`config.mk`:
```
export PLATFORM = sky130hd
export DESIGN_NAME = program_memory_arbiter
export DESIGN_NICKNAME = d
export VERILOG_FILES = /design/src/rtl/program_memory_arbiter.sv
export SDC_FILE = /design/constraint.sdc
export NUM_CORES = 1
export LEC_CHECK = 0
export BUFFER_PORTS_ARGS = -buffer_cell sky130_fd_sc_hd__buf_2
export CORE_MARGIN = 2
export CORE_UTILIZATION = 40
export DETAILED_ROUTE_END_ITERATION = 6
export PLACE_DENSITY = 0.64
export SYNTH_ARGS = -nofsm -noshare
export SYNTH_HDL_FRONTEND = slang
export SYNTH_SLANG_ARGS = --single-unit
export TNS_END_PERCENT = 20
```
`constraint.sdc`:
```
create_clock -name clk -period 2.07 [get_ports clk]
set_input_delay 0.1035 -clock clk [delete_from_list [all_inputs] [get_ports clk]]
set_output_delay 0.1035 -clock clk [all_outputs]
set_load 0.01 [all_outputs]
```
`src/rtl/program_memory_arbiter.sv`:
```
// Shares the program memory read port between core fetch (priority) and a debug burst reader.
// Optional `PM_ARB_STATS_EN adds a saturating fetch-stall counter output (stall_count_o).
module program_memory_arbiter #(
  parameter int          DATA_WIDTH   = 32,
  parameter int          MEMORY_DEPTH = 32,
  parameter int unsigned TEXT_BASE    = 32'h0040_0000,
  parameter int          STARVE_LIMIT = 4
) (
  input  logic                  clk,
  input  logic                  reset,
  input  logic                  fetch_req_i,
  input  logic [DATA_WIDTH-1:0] fetch_addr_i,
  output logic                  fetch_stall_o,
  output logic                  fetch_valid_o,
  output logic [DATA_WIDTH-1:0] fetch_instr_o,
  input  logic                  dbg_start_i,
  input  logic [DATA_WIDTH-1:0] dbg_addr_i,
  input  logic [7:0]            dbg_len_i,
  output logic                  dbg_busy_o,
  output logic                  dbg_valid_o,
  output logic [DATA_WIDTH-1:0] dbg_data_o,
  output logic                  dbg_done_o,
  output logic                  dbg_err_o,
`ifdef PM_ARB_STATS_EN
  output logic [15:0]           stall_count_o,
`endif
  output logic [DATA_WIDTH-1:0] mem_address_o,
  input  logic [DATA_WIDTH-1:0] mem_instruction_i
);

  localparam int AW = DATA_WIDTH + 2;
  localparam logic [DATA_WIDTH-1:0] BASE    = DATA_WIDTH'(TEXT_BASE);
  localparam logic [AW-1:0]         MEM_END = AW'(TEXT_BASE) + AW'(4 * MEMORY_DEPTH);

  typedef enum logic {D_IDLE, D_RUN} dstate_t;

  dstate_t               state;
  logic [DATA_WIDTH-1:0] dbg_addr_q;
  logic [7:0]            remaining_q;
  logic [3:0]            starve_cnt;
  logic                  pending, dbg_gnt, fetch_gnt, start_bad;
  logic [AW-1:0]         burst_end;

  // Range check is done two bits wider so a burst near the top of the address space cannot wrap.
  assign burst_end = AW'(dbg_addr_i) + AW'({dbg_len_i, 2'b00});
  assign start_bad = (dbg_addr_i[1:0] != 2'b00) || (dbg_addr_i < BASE) || (burst_end > MEM_END);

  assign pending       = (state == D_RUN);
  assign dbg_gnt       = pending && (!fetch_req_i || starve_cnt == 4'(STARVE_LIMIT));
  assign fetch_gnt     = fetch_req_i && !dbg_gnt;
  assign fetch_stall_o = fetch_req_i && dbg_gnt;
  assign mem_address_o = dbg_gnt ? dbg_addr_q : (fetch_gnt ? fetch_addr_i : BASE);

  always_ff @(posedge clk or negedge reset) begin
    if (!reset) begin
      state       <= D_IDLE;
      dbg_addr_q  <= '0;
      remaining_q <= '0;
      starve_cnt  <= '0;
      dbg_busy_o  <= 1'b0;
      dbg_done_o  <= 1'b0;
      dbg_err_o   <= 1'b0;
    end else begin
      dbg_done_o <= 1'b0;
      dbg_err_o  <= 1'b0;
      case (state)
        D_IDLE: if (dbg_start_i) begin
          if (start_bad) dbg_err_o <= 1'b1;
          else if (dbg_len_i == 8'd0) dbg_done_o <= 1'b1;
          else begin
            dbg_addr_q  <= dbg_addr_i;
            remaining_q <= dbg_len_i;
            dbg_busy_o  <= 1'b1;
            state       <= D_RUN;
          end
        end
        D_RUN: if (dbg_gnt) begin
          dbg_addr_q  <= dbg_addr_q + DATA_WIDTH'(4);
          remaining_q <= remaining_q - 8'd1;
          if (remaining_q == 8'd1) begin
            // done lines up with the last read's valid strobe
            dbg_done_o <= 1'b1;
            dbg_busy_o <= 1'b0;
            state      <= D_IDLE;
          end
        end
        default: state <= D_IDLE;
      endcase
      if (!pending || dbg_gnt) starve_cnt <= '0;
      else                     starve_cnt <= starve_cnt + 4'd1;
    end
  end

  always_ff @(posedge clk or negedge reset) begin
    if (!reset) begin
      fetch_valid_o <= 1'b0;
      fetch_instr_o <= '0;
      dbg_valid_o   <= 1'b0;
      dbg_data_o    <= '0;
    end else begin
      fetch_valid_o <= fetch_gnt;
      dbg_valid_o   <= dbg_gnt;
      if (fetch_gnt) fetch_instr_o <= mem_instruction_i;
      if (dbg_gnt)   dbg_data_o    <= mem_instruction_i;
    end
  end

`ifdef PM_ARB_STATS_EN
  always_ff @(posedge clk or negedge reset) begin
    if (!reset)
      stall_count_o <= '0;
    else if (state == D_IDLE && dbg_start_i && !start_bad)
      stall_count_o <= '0;
    else if (fetch_stall_o && stall_count_o != 16'hFFFF)
      stall_count_o <= stall_count_o + 16'd1;
  end
`endif

endmodule

```
* Yosys cells after proc, flatten, opt, wreduce, memory -nomap -nowiden
Index checks and enable logic that the tools add are counted.
Widths: inputs -> output; s select.
** Word-level totals
- Flip-flop bits (word level) :: 114
- Input port bits :: 108
** Cells by class
- Bitwise logic cells :: 1
- Equality and inequality tests :: 7
- Add/sub/neg operators :: 4
- Muxes and demuxes :: 34
- Reductions and logical operators :: 14
- Order comparisons :: 2
** Operators by type and width (count)
- $mux 32 :: 6
- $pmux 32 s2 :: 1
- $add 32x10->33 :: 1
- $gt 33x23->1 const B :: 1
- $add 32x3->32 const B :: 1
- $lt 32x23->1 const B :: 1
- $mux 8 :: 4
- $mux 1 :: 18
- $pmux 8 s2 :: 1
- $eq 8x1->1 const B :: 1
- $logic_not 8->1 :: 1
- $sub 8x1->8 const B :: 1
- $ne 2x2->1 const B :: 3
- $pmux 1 s2 :: 3
- $reduce_and 5->1 :: 1
- $add 4x1->4 const B :: 1
- $eq 4x3->1 const B :: 1
- $logic_or 1x1->1 :: 4
- $mux 4 :: 1
- $ne 2x1->1 const B :: 2
- $reduce_and 4->1 :: 1
- $logic_and 1x1->1 :: 3
- $logic_not 1->1 :: 3
- $reduce_bool 2->1 :: 1
- $not 1->1 :: 1

* Logic depth before layout (Yosys ltp)
- Depth in word-level cells :: 7
- Depth in mapped cells :: 15

* Worst setup path before layout
OpenSTA, ideal clock, no wires.
- Path type :: in2reg
- Start point :: input dbg_addr_i[2]
- End point :: register dbg_addr_q[7]
- Data arrival time :: 3.320 ns
- Buffers on the path :: 1
- Cell stages on the path :: 13
- Path slack :: -1.337 ns
- Data required time :: 1.983 ns
- Cell sequence :: ha_1 fa_1 a21o_1 a221oi_4 xor2_1 nand4_1 a2111o_1 a2111oi_2 a31oi_1 or4_1 buf_2 and3b_1 a211oi_2
** On the way
- Cells in the longest elaborated chain, start to end :: 5
- Elaborated cells between the ends (all ways) :: 7
- Those cells by class :: 1 x add/sub; 2 x order compare; 1 x eq/ne; 3 x reduce/logical
** RTL lines
- from (decl) :: RTL line 17 : input logic [DATA_WIDTH-1:0] dbg_addr_i,
- $add 32x10->33 / $lt 32x23->1 (equally long branches) :: RTL line 45, 46
- $gt 33x23->1 / $logic_or 1x1->1 (equally long branches) :: RTL line 46 : assign start_bad = (dbg_addr_i[1:0] != 2'b00) || (dbg_addr_i < BASE) || (burst_end > MEM_END);
- $logic_or 1x1->1 (*) :: RTL line 46
- $ne 2x2->1 (no line) (*)
- $reduce_and 4->1 (no line) (*)
- to (signal assigned) :: RTL line 71 : dbg_addr_q <= dbg_addr_i;
- to (signal assigned) :: RTL line 78 : dbg_addr_q <= dbg_addr_q + DATA_WIDTH'(4);
- to (decl) :: RTL line 38 : logic [DATA_WIDTH-1:0] dbg_addr_q;
Every way passes the cells marked *; elsewhere a longest branch is shown, timed or not.
A chain may end at the register's enable or synchronous reset.

* Worst setup path in the final report
- Start point :: input dbg_addr_i[2]
- End point :: register remaining_q[3]
** On the way
- Cells in the longest elaborated chain, start to end :: 5
- Elaborated cells between the ends (all ways) :: 7
- Those cells by class :: 1 x add/sub; 2 x order compare; 1 x eq/ne; 3 x reduce/logical
** RTL lines
- $add 32x10->33 / $lt 32x23->1 (equally long branches) :: RTL line 45, 46
- $gt 33x23->1 / $logic_or 1x1->1 (equally long branches) :: RTL line 46
- $logic_or 1x1->1 (*) :: RTL line 46
- $ne 2x2->1 (no line) (*)
- $reduce_and 4->1 (no line) (*)
- to (signal assigned) :: RTL line 72 : remaining_q <= dbg_len_i;
- to (signal assigned) :: RTL line 79 : remaining_q <= remaining_q - 8'd1;
- to (decl) :: RTL line 39 : logic [7:0] remaining_q;
Marked as above.

==> reports/metrics.yaml <==
status:
  status: "finished, violations left"
  violations: "setup timing"
finish:
  area.growth.synth_to_final_pct: 53.0
  regArea_mm2: 0.00285
  fin_util: 0.627
  diodes: 0
  final_area_mm2: 0.00996
  nets: 1234
  multi_input_area_mm2: 0.00363
  fillers: 1337
  drive_gt1_frac: 0.397
yosys:
  netlist_area_mm2: 0.00651
  synth_cell_types: 61
  yosys.area.top_type: "dfrtp_1"
  ys_warn_count: 0
  synth_edf_count: 0
  synth_ff_type: "dfrtp_1"
  syn-num-nets: 878
  async_flop_share: 1.00
  syn_area_per_cell_um2: 8.61
  ys_seq_area_frac: 0.438
  synth-seq-cells: 114
  yosys.area.top_type_share: 0.438
  syn_inst: 756
  yosys-top-cells-area: "dfrtp_1 44%, nand2_1 12%, nand3_1 5.5%"
setup_path:
  reg2reg_setup_slack_ns: -0.13
  worstSetupEndpointType: "flop"
  reg2reg_depth: 11
  endpoint: "remaining_q[3]"
  start_kind: "input port"
  reg2reg_from: "dbg_addr_q[5]"
  crit_required_ns: 2.36
  r2r-end: "dbg_addr_q[21]"
  cp-startpoint: "dbg_addr_i[2]"
  worstPathArrival_ns: 3.20
  cp_max_fo: 6
  crit_type: "in -> reg"
routing:
  drtIter0Drc: 294
  vias: 6961
  viasPerCell: 5.19
  drtPass1Iterations: 5
  wl_per_cell_um: 15.6
  wl_mm: 21.0
  drc: 0
  antenna_left: 0
power_and_ir_drop:
  max-vdd-ir-drop_uv: 411
  finalPower_uw: 6730
  powerDensity_mw_per_mm2: 676
  p_leak_uw: 0.00515
grt:
  grt_pass1_wl_mm: 34.7
  grt_pass1_vias: 6909
  grt.total_usage: 0.245
  antenna_found_initial: 0
  grt_max_degree: 68
  gr-total-overflow: 0
die:
  die_area_mm2: 0.0173
  coreArea_mm2: 0.0159
  die_x_um: 132
  die_h_um: 132
  start_util: 0.410
  rows: 46
  ios: 210
placed_design:
  portBuffers: 209
  place_congestion: 0.902
  placedInstanceArea_mm2: 0.00868
  place_hpwl_mm: 15.0
  place_ws_ns: -1.42
worst_hold_path:
  min-delay-path-class: "in -> reg"
clock_tree:
  numCtsBuffers: 17
  clock_sinks: 114
  cts_max_path_buffers: 2
  clk_pin_slew_worst_paths_ns: 0.06
  cts_max_level: 4
  root_buffer: "clkbuf_16"
  cts_tree: "built"
  clk_latency_ns: 0.41
sta:
  fin_ws_ns: -0.840
  rsz0062_at_grt: "true"
  skew_ns: 0.00893
  setup_tns_ns: -32.64
  max_freq_mhz: 344
  period_minus_slack_ns: 2.91
  worst_pin_slew_ns: 0.466
  relSlewSlack: 0.689
  hold_viol: 0
  drv_slew: 0
  setup_viol: 73
  finalCritPeriodShare: 1.41
flow_run:
  max-cap-violations: 0
[final cells by class]
| cell class | instances | area share |
|---|---|---|
| inverter | 15 | 0.00565 |
| multi-input combinational | 588 | 0.365 |
| clock inverter | 13 | 0.0209 |
| timing repair buffer | 376 | 0.252 |
| clock buffer | 18 | 0.0431 |
| sequential | 114 | 0.286 |
| tap | 216 | 0.0271 |
[report_power, final]
part           switching (µW)  internal (µW)  leakage [µW]
Sequential               91.1           2350       0.00146
Clock                    1040           2130      0.000299
Combinational             562            559       0.00339
Total                    1690           5040       0.00515
[critical path, cell delays in order]
cell	delay [ns]
buf_8	0.10
ha_4	0.15
fa_2	0.35
a21o_1	0.21
a221oi_4	0.35
xor2_1	0.18
nand4_1	0.09
a2111o_1	0.33
a2111oi_4	0.22
a31oi_2	0.16
or3b_4	0.46
buf_12	0.16
buf_8	0.12
o221a_1	0.23
[placed cells by master (no fill, tap or decap), types with 4 or more instances in the layout]
master	Yosys	layout
o22ai_1	5	5
dfrtp_1	114	114
xnor2_1	12	11
nand4_1	8	8
a21oi_2	0	4
nor4_1	4	4
nor2b_1	5	4
nor2_1	31	29
clkinvlp_4	0	4
bufinv_16	0	5
buf_6	0	5
nand3_1	72	71
xor2_1	6	6
or2_2	4	4
a31oi_1	9	8
nand2_1	206	203
mux2_2	32	32
and2_1	11	9
o221a_1	9	9
or4_1	5	4
dlygate4sd3_1	0	34
o21ai_0	18	18
inv_1	15	14
a21oi_1	30	26
a21o_1	6	6
mux2i_1	5	5
buf_2	3	206
nor3_1	9	9
and3_1	20	19
ha_1	13	12
a211o_1	7	7
nor3b_1	7	7
buf_12	0	6
or3_1	4	4
clkbuf_16	0	17
buf_4	0	122
[synthesized netlist by cell type, types with 7 or more instances]
cell type / n
nand2_1: 206
dfrtp_1: 114
nand3_1: 72
clkbuf_1: 32
mux2_2: 32
nor2_1: 31
a21oi_1: 30
and3_1: 20
o21ai_0: 18
inv_1: 15
ha_1: 13
xnor2_1: 12
and2_1: 11
a31oi_1: 9
nor3_1: 9
o221a_1: 9
nand4_1: 8
a211o_1: 7
nor3b_1: 7
[through the flow]
step | hold WS [ns] | std cells
finish | 0.00143 | 1340
CTS | 0.00244 | 1337
floorplan | -0.192 | 756
global placement | 0.0827 | 1263
global route | 0.0118 | 1340
detailed placement | 0.0863 | 1263
[cells by family after synthesis]
kind of cell / share of synthesized area
AOI/OAI and AO/OA: 0.129
xor gates and xnor gates: 0.0242
adders and majority gates: 0.0281
buffers and inverters: 0.0317
DFF: 0.438
muxes: 0.0631
and+or+nand+nor: 0.286
[metal layers]
layer | wire (µm) | vias to the layer above | track usage
met1 | 9280 | 3307 | 0.312
met4 | 337 | 0 | 0.0688
met2 | 10000 | 244 | 0.420
met5 | 0 | - | 0
met3 | 1300 | 27 | 0.0509
li1 | - | 3383 | -
[sequential cells by signal, summed over array words and instances (netlist names)]
register       flops
dbg_err_o          1
fetch_valid_o      1
pending            1
dbg_done_o         1
fetch_instr_o     32
dbg_data_o        32
remaining_q        8
starve_cnt         4
dbg_addr_q        32
dbg_valid_o        1
dbg_busy_o         1
[how the worst min path moves through the flow]
stage / start / to / cells after the start / slack (ns)
3_5_place_dp: reset / dbg_addr_q[9] / 1 / 0.09
2_1_floorplan: reset / dbg_addr_q[0] / 0 / -0.19
3_3_place_gp: reset / dbg_addr_q[8] / 1 / 0.08
6_report: dbg_addr_i[8] / dbg_addr_q[8] / 3 / 0.001
5_1_grt: dbg_addr_i[8] / dbg_addr_q[8] / 3 / 0.01
4_1_cts: dbg_addr_i[8] / dbg_addr_q[8] / 3 / 0.002
[timing repair]
item,CTS,global route
gates resized for setup,24,25
setup buffers,9,3
hold buffers,34,0
endpoints found under the hold margin,98,0
pin swaps,7,7
endpoints found under the setup margin,76,76
Power figures use the tool's default switching activity.
